## src/rtl/execute_stage.sv

```systemverilog
// execute_stage: forwarding, ALU, branch/jump resolution and EX/MEM register.
// Inputs: ID/EX control, operands, PC, immediate, forward selects, writeback result, EX/MEM clear.
// Outputs: o_zero_e/o_pcsrc_e/o_pctarget_e to fetch (combinational); *_m EX/MEM register to memory stage.
module execute_stage #(
  parameter int DATA_WIDTH = 32,
  parameter int ADDR_WIDTH = 5
) (
  input  logic                  i_clk,
  input  logic                  i_rst_n,
  input  logic                  i_regwrite_e,
  input  logic [1:0]            i_resultsrc_e,
  input  logic                  i_memwrite_e,
  input  logic                  i_jump_e,
  input  logic                  i_branch_e,
  input  logic [2:0]            i_aluctrl_e,
  input  logic                  i_alusrc_e,
  input  logic [DATA_WIDTH-1:0] i_rs1_data_e,
  input  logic [DATA_WIDTH-1:0] i_rs2_data_e,
  input  logic [DATA_WIDTH-1:0] i_pc_e,
  input  logic [DATA_WIDTH-1:0] i_pc4_e,
  input  logic [DATA_WIDTH-1:0] i_immext_e,
  input  logic [ADDR_WIDTH-1:0] i_rd_addr_e,
  input  logic [1:0]            i_forward_a_e,
  input  logic [1:0]            i_forward_b_e,
  input  logic [DATA_WIDTH-1:0] i_result_w,
  input  logic                  i_clr_m,
  output logic                  o_zero_e,
  output logic                  o_pcsrc_e,
  output logic [DATA_WIDTH-1:0] o_pctarget_e,
  output logic                  o_regwrite_m,
  output logic [1:0]            o_resultsrc_m,
  output logic                  o_memwrite_m,
  output logic [DATA_WIDTH-1:0] o_aluresult_m,
  output logic [DATA_WIDTH-1:0] o_writedata_m,
  output logic [ADDR_WIDTH-1:0] o_rd_addr_m,
  output logic [DATA_WIDTH-1:0] o_pc4_m
);
  logic [DATA_WIDTH-1:0] src_a, src_b, write_data, alu_result;
  // Forward select 10 feeds back the registered EX/MEM result, so there is no combinational loop.
  always_comb begin
    src_a = i_forward_a_e == 2'b01 ? i_result_w : i_forward_a_e == 2'b10 ? o_aluresult_m : i_rs1_data_e;
    write_data = i_forward_b_e == 2'b01 ? i_result_w : i_forward_b_e == 2'b10 ? o_aluresult_m : i_rs2_data_e;
    src_b = i_alusrc_e ? i_immext_e : write_data;
    case (i_aluctrl_e)
      3'b000:  alu_result = src_a + src_b;
      3'b001:  alu_result = src_a - src_b;
      3'b010:  alu_result = src_a & src_b;
      3'b011:  alu_result = src_a | src_b;
      3'b101:  alu_result = {{(DATA_WIDTH-1){1'b0}}, $signed(src_a) < $signed(src_b)};
      default: alu_result = '0;
    endcase
  end
  assign o_zero_e     = alu_result == '0;
  assign o_pcsrc_e    = (i_branch_e & o_zero_e) | i_jump_e;
  assign o_pctarget_e = i_pc_e + i_immext_e;
  // Clear squashes only the side-effecting controls; data fields are harmless once those are zero.
  always_ff @(posedge i_clk or negedge i_rst_n) begin
    if (!i_rst_n) begin
      o_regwrite_m  <= 1'b0;
      o_resultsrc_m <= 2'b00;
      o_memwrite_m  <= 1'b0;
      o_aluresult_m <= '0;
      o_writedata_m <= '0;
      o_rd_addr_m   <= '0;
      o_pc4_m       <= '0;
    end else begin
      o_regwrite_m  <= i_clr_m ? 1'b0 : i_regwrite_e;
      o_resultsrc_m <= i_clr_m ? 2'b00 : i_resultsrc_e;
      o_memwrite_m  <= i_clr_m ? 1'b0 : i_memwrite_e;
      o_aluresult_m <= alu_result;
      o_writedata_m <= write_data;
      o_rd_addr_m   <= i_rd_addr_e;
      o_pc4_m       <= i_pc4_e;
    end
  end
endmodule

```

## config.mk

```make
export PLATFORM = sky130hd
export DESIGN_NAME = execute_stage
export DESIGN_NICKNAME = d
export VERILOG_FILES = /design/src/rtl/execute_stage.sv
export SDC_FILE = /design/constraint.sdc
export NUM_CORES = 1
export LEC_CHECK = 0
export CAP_MARGIN = 20
export CORE_AREA = 2 2 167 169
export CTS_CLUSTER_SIZE = 12
export DETAILED_ROUTE_END_ITERATION = 6
export DIE_AREA = 0 0 169 171
export GPL_TIMING_DRIVEN = 0
export HOLD_SLACK_MARGIN = 0.06
export PLACE_DENSITY = 0.79
export SETUP_SLACK_MARGIN = 0.2
export SKIP_CTS_REPAIR_TIMING = 1
export SYNTH_ARGS = -nofsm -noshare
export SYNTH_HDL_FRONTEND = slang
export SYNTH_SLANG_ARGS = --single-unit
```

## constraint.sdc

```tcl
create_clock -name i_clk -period 6.7 [get_ports i_clk]
set_input_delay 1.34 -clock i_clk [delete_from_list [all_inputs] [get_ports i_clk]]
set_output_delay 1.34 -clock i_clk [all_outputs]
set_load 0.05 [all_outputs]
```

==> results of run 1 <==
==> layer usage <==
layer,GRT usage,vias to the layer above,part of all wire
met5,0,-,0.00023
met4,0.1464,2,0.047
met3,0.07634,177,0.097
met2,0.6000,832,0.47
met1,0.4560,6867,0.38
li1,-,6266,-
==> registers in the layout (all words and copies together), names as in the netlist <==
| name | cells |
|---|---|
| o_aluresult_m | 32 |
| o_memwrite_m | 1 |
| o_pc4_m | 32 |
| o_rd_addr_m | 5 |
| o_regwrite_m | 1 |
| o_resultsrc_m | 2 |
| o_writedata_m | 32 |
==> cell families after synthesis <==
logic type,synth area share
AO/OA/AOI/OAI,0.2506
XOR/XNOR,0.03278
adder cells (fa/ha/maj),0.1371
buffers and inverters,0.07471
flip-flops,0.2185
multiplexers,0.1245
AND/OR/NAND/NOR,0.1618
==> worst max path at each step <==
stage / depth (start not counted) / endpoint / startpoint
finish: 20 / o_zero_e / i_forward_b_e[1]
global route: 20 / o_pcsrc_e / i_forward_b_e[1]
CTS: 18 / o_zero_e / i_forward_b_e[1]
detailed placement: 18 / o_zero_e / i_forward_b_e[1]
global placement: 18 / o_zero_e / i_forward_b_e[1]
floorplan: 18 / o_pcsrc_e / i_forward_a_e[1]
==> placed cells by master (no fill, tap or decap), types with 18 or more instances in the layout <==
cell / netlist / final
o21ai_2: 0 / 33
mux2i_1: 73 / 73
clkdlybuf4s50_1: 0 / 316
nor2_1: 80 / 73
inv_1: 146 / 140
dfrtp_1: 105 / 105
xnor2_1: 33 / 31
ha_1: 127 / 107
buf_4: 5 / 73
o21ai_0: 120 / 71
mux2_2: 66 / 62
dlymetal6s2s_1: 0 / 23
o21a_1: 45 / 44
a21o_1: 22 / 22
a21oi_1: 95 / 83
nand3_1: 21 / 18
clkbuf_1: 53 / 20
nand2_1: 170 / 170
==> final cells by class <==
type                            instances  area [sq um]
Clock inverter                          7         58.81
Inverter                              147         555.5
Antenna cell                            6         15.01
Clock buffer                            9         225.2
Sequential cell                       105          2628
Tap cell                              346         432.9
Buffer                                 83         635.6
Timing Repair Buffer                  423          4219
Fill cell                            2253          8939
Multi-Input combinational cell       1174          9615
==> power groups by stage <==
stage / Clock, W / Sequential, W / Combinational, W
6_report: 0.000542 / 0.000754 / 0.00260
5_1_grt: 0.000568 / 0.000758 / 0.00272
4_1_cts: 0.000546 / 0.000750 / 0.00215
3_5_place_dp: 0 / 0.000762 / 0.00214
3_3_place_gp: 0 / 0.000762 / 0.00212
2_1_floorplan: 0 / 0.000991 / 0.00114
==> worst register-to-register path, cell delays in order (launching register included) <==
cell and delay, ps:
dfrtp_1 410, mux2_4 280, o21ai_4 190, o21ai_4 100
ha_2 210, inv_1 80, fa_2 240, nor2b_4 60
o31ai_4 370, a31oi_2 210, o31ai_1 560, nor2_1 140
o21a_1 220, a41oi_2 230, xnor2_2 160, buf_4 130
o21ai_0 60
==> metrics by stage <==
step	util	area, sq um	setup slack (ps)
2_1_floorplan	-	12050	201.6
3_3_place_gp	0.5838	15950	-2427
3_5_place_dp	0.5847	15980	-2306
4_1_cts	0.5951	16260	-2305
5_1_grt	0.6728	18380	-351.3
6_report	0.6729	18390	-304.4
==> flow_summary.json, run 1 <==
{
  "rrSetupSlack_ps": 2890,
  "dpl.hpwl_um": 44970,
  "synth_largest_area_cell": "dfrtp_1",
  "yosysTopAreaCellShare": 0.2185,
  "firstDrtPassIters": 5,
  "dieWidth_um": 169,
  "end_kind": "output port",
  "synth_cells": 1509,
  "whs_endpoint": "o_writedata_m[15]$_DFF_PN0_",
  "drv_cap": 0,
  "track_usage": 0.3605,
  "cts_buffer_depth": 2,
  "cts_max_level": 3,
  "slew_headroom": 0.4157,
  "syn_to_final_growth_pct": 52.90,
  "p_total_w": 0.003899,
  "r2r_end": "o_aluresult_m[28]$_DFF_PN0_",
  "num_rows": 61,
  "clock_skew_ps": 10.80,
  "cts_buffers": 9,
  "crit_required_ps": 5360,
  "clk_latency_ps": 380,
  "antenna_found_initial": 7,
  "status": "finished, violations left",
  "swShare": 0.4907,
  "yosysMostFrequentCell": "nand2_1",
  "ys.flop_type": "dfrtp_1",
  "wl_um": 57390,
  "grt-ovfl-total": 0,
  "min_from": "o_aluresult_m[15]$_DFF_PN0_",
  "initial_core_util": 0.4401,
  "vias_per_cell": 6.150,
  "rsz0062_at_grt": "true",
  "core_region_area_sq_um": 27320,
  "hold_depth": 3,
  "setup_violations": 2,
  "fin_setup_tns_ps": -607.8,
  "wire_per_inst_um": 24.95,
  "crit_chain": "buf_16 > buf_12 > clkbuf_16 > mux2_2 > o21ai_4 > o21ai_4 > ha_4 > buf_6 > clkinvlp_4 > a21oi_2 > a2bb2oi_1 > a32oi_2 > a21oi_4 > o21ai_2 > a221oi_2 > mux2_2 > and3_1 > nor3_2 > and3_4 > buf_8",
  "failed_checks": "setup timing",
  "ys_async_sr_fraction": 1.000,
  "peakVddDrop_uv": 115.0,
  "p_int_w": 0.001985,
  "dieArea_sq_um": 28900,
  "timing.hold.ws_ps": 691.0,
  "crit_type": "in -> out",
  "crit_path_top_delay_cell": "mux2_2",
  "critical_path.top_delay_family": "compound AO/OA/AOI/OAI gates",
  "grt_pass1_vias": 12779,
  "synth_seq_cells": 105,
  "cts-root-buf": "clkbuf_16",
  "path_buf_inv": 6,
  "slowest_delay_ps": 370,
  "synth_edf_count": 0,
  "worst_slack_ps": -304.4,
  "critPathLaunchType": "input pin",
  "seq_power_share": 0.193,
  "r2r_cells": 16,
  "drc": 0,
  "reg2reg_from": "o_aluresult_m[0]$_DFF_PN0_",
  "gp_congestion": 0.9928,
  "synth_common_cells": "nand2_1 (170), inv_1 (146), ha_1 (127)",
  "seq_area_frac_synth": 0.2185,
  "hold_viol": 0,
  "crit_fanout": 10,
  "hold_path.class": "reg -> reg",
  "nets": 2287,
  "powerDensity_nw_per_um2": 212.1,
  "max_freq_mhz": 142.8,
  "netlist_top_cells_area": "dfrtp_1 (22%), ha_1 (13%), mux2_2 (6.2%), mux2i_1 (6.1%), nand2_1 (5.3%)",
  "netlist-cell-type-count": 87,
  "clk_pin_slew_ps": 80,
  "cts_tree": "built",
  "cts_sinks": 105,
  "tightest_slew_ps": 876.5,
  "syn_nets": 1853,
  "p_sw_w": 0.001913,
  "fin_cells": 2300,
  "placed_cells": 2202,
  "grt_max_degree": 56,
  "min_period_ps": 7004,
  "drv_slew": 0,
  "vias": 14144,
  "layout-drive-gt1-share": 0.2100,
  "io_pins": 353,
  "synth_warnings": 0,
  "dr.first_iter.drc_count": 1642,
  "port_buffers": 346,
  "arrival_ps": 5660,
  "fin_crit_sh": 1.045,
  "clock_power_share": 0.139,
  "combPwrFrac": 0.667,
  "grt_pass1_wl_um": 78690,
  "syn-cell-area_sq_um": 12020,
  "fp.dieH_um": 171,
  "power_leakage_nw": 8.205,
  "ant_nets": 0,
  "syn_avg_cell_area_sq_um": 7.968
}
Note: power is estimated with default switching activity, not from simulation.
==> run 2: changes to the inputs <==
==> constraint.sdc (replaced) <==
create_clock -name i_clk -period 6.7 [get_ports i_clk]
set_input_delay 0.67 -clock i_clk [delete_from_list [all_inputs] [get_ports i_clk]]
set_output_delay 0.67 -clock i_clk [all_outputs]
set_load 0.05 [all_outputs]
==> flow_summary.json, run 2 (synthesis gave the netlist of run 1 again) <==
{
  "wire_per_inst_um": 24.79,
  "cts-root-buf": "clkbuf_16",
  "p_total_w": 0.003526,
  "fin_crit_sh": 0.9807,
  "clk_latency_ps": 370,
  "pre_cts_ws_ps": -1238,
  "arrival_ps": 5900,
  "track_usage": 0.3642,
  "tightest_slew_ps": 792.1,
  "wl_um": 55140,
  "drv_cap": 0,
  "slew_headroom": 0.4720,
  "num_rows": 61,
  "crit_required_ps": 6030,
  "seq_power_share": 0.213,
  "mostFrequentLayoutCell": "clkdlybuf4s50_1",
  "timing.hold.ws_ps": 291.8,
  "initial_core_util": 0.4401,
  "cts_sinks": 105,
  "worst_slack_ps": 129.2,
  "reg2reg_from": "o_aluresult_m[13]$_DFF_PN0_",
  "status": "finished clean",
  "hold_viol": 0,
  "grt-ovfl-total": 0,
  "power_leakage_nw": 7.255,
  "p_int_w": 0.001762,
  "grt_pass1_vias": 12841,
  "fill_cells": 2494,
  "critPathLaunchType": "input pin",
  "ant_nets": 0,
  "dieWidth_um": 169,
  "combPwrFrac": 0.632,
  "crit_start": "i_forward_b_e[0]",
  "crit_type": "in -> out",
  "drc": 0,
  "crit_fanout": 10,
  "syn_to_final_growth_pct": 36.31,
  "cts_buffer_depth": 2,
  "path_buf_inv": 4,
  "layout-drive-gt1-share": 0.09295,
  "antenna_found_initial": 6,
  "setup_violations": 0,
  "drv_slew": 0,
  "nets": 2211,
  "port_buffers": 346,
  "p_sw_w": 0.001764,
  "crit_path_top_delay_cell": "o21ai_0",
  "regArea_sq_um": 2628,
  "cts_max_level": 3,
  "dr.first_iter.drc_count": 1386,
  "reg.largest.list": "o_aluresult_m: 32 flops, o_pc4_m: 32 flops, o_writedata_m: 32 flops",
  "dpl.hpwl_um": 45480,
  "cts_tree": "built",
  "io_pins": 353,
  "clock_skew_ps": 10.94,
  "powerDensity_nw_per_um2": 215.2,
  "hold_path.class": "in -> async",
  "cts_buffers": 9,
  "end_kind": "output port",
  "slowest_delay_ps": 520,
  "rsz0062_at_grt": "false",
  "fp.dieH_um": 171,
  "dieArea_sq_um": 28900,
  "vias_per_cell": 6.044,
  "min_period_ps": 6571,
  "final_cell_mix": "clkdlybuf4s50_1 (343), nand2_1 (170), inv_1 (146)",
  "grt_max_degree": 61,
  "swShare": 0.5002,
  "vias": 13441,
  "peakVddDrop_uv": 122.3,
  "crit_chain": "clkbuf_1 > buf_1 > o21ai_0 > o21ai_0 > ha_1 > buf_2 > nor4_2 > nand4_1 > a311oi_4 > nor2_1 > or3_1 > nand4_1 > mux2i_1 > a211o_1 > nor3_1 > a41o_1 > clkbuf_2",
  "multi_input_area_sq_um": 8610,
  "gp_congestion": 1.007,
  "grt_pass1_wl_um": 79270,
  "critical_path.top_delay_family": "compound AO/OA/AOI/OAI gates",
  "clk_pin_slew_ps": 80,
  "max_freq_mhz": 152.2,
  "firstDrtPassIters": 5,
  "core_region_area_sq_um": 27320,
  "clock_power_share": 0.156
}
==> run 2: cell count changes in the layout (fill, tap and decap cells not counted), sizes merged <==
cell and delta:
clkinvlp -1, clkdlybuf4s50 +27, clkinv +1, clkbuf +9
dlymetal6s2s -23, buf -89
==> run 2: power groups by stage <==
stage / Sequential (W) / Combinational [W] / Clock, W
finish: 0.000750 / 0.00223 / 0.000549
global route: 0.000756 / 0.00234 / 0.000573
CTS: 0.000748 / 0.00215 / 0.000551
detailed placement: 0.000760 / 0.00214 / 0
global placement: 0.000761 / 0.00213 / 0
floorplan: 0.000991 / 0.00114 / 0
==> run 2: layout make-up <==
| type | instances | area share |
|---|---|---|
| clock inverters | 7 | 0.003741 |
| well taps | 346 | 0.02641 |
| clock buffers | 9 | 0.01374 |
| inverters | 147 | 0.03367 |
| plain buffers | 83 | 0.02367 |
| multi-input cells | 1174 | 0.5253 |
| diodes | 6 | 0.0009161 |
| repair buffers | 347 | 0.2122 |
| flip-flops and latches | 105 | 0.1603 |
==> run 2: final timing paths <==
kind                                                     to  slack, ps  cells past startpoint
worst min register to register  o_writedata_m[21]$_DFF_PN0_        690                      3
worst min-delay path            o_writedata_m[28]$_DFF_PN0_        290                      1
worst max-delay path                              o_pcsrc_e        130                     17
min in group i_clk              o_writedata_m[21]$_DFF_PN0_        690                      3
worst max register to register  o_aluresult_m[31]$_DFF_PN0_       2450                     13
max in group asynchronous       o_aluresult_m[14]$_DFF_PN0_       5650                      2
==> run 2: stage by stage <==
stage / cell area [sq um] / TNS, ps / utilization / cells
2_1_floorplan: 12020 / 0 / - / 1509
3_3_place_gp: 15920 / -2722 / 0.5827 / 2201
3_5_place_dp: 15950 / -2464 / 0.5836 / 2202
4_1_cts: 16230 / -2578 / 0.5941 / 2218
5_1_grt: 16390 / 0 / 0.5997 / 2223
6_report: 16390 / 0 / 0.5998 / 2224
==> run 2: layer usage <==
metal	wire length (um)	vias up	global-route usage
met3	4540	142	0.06292
met4	2443	0	0.1624
met2	25920	680	0.6062
li1	-	6109	-
met1	22230	6510	0.4639
met5	0	-	0
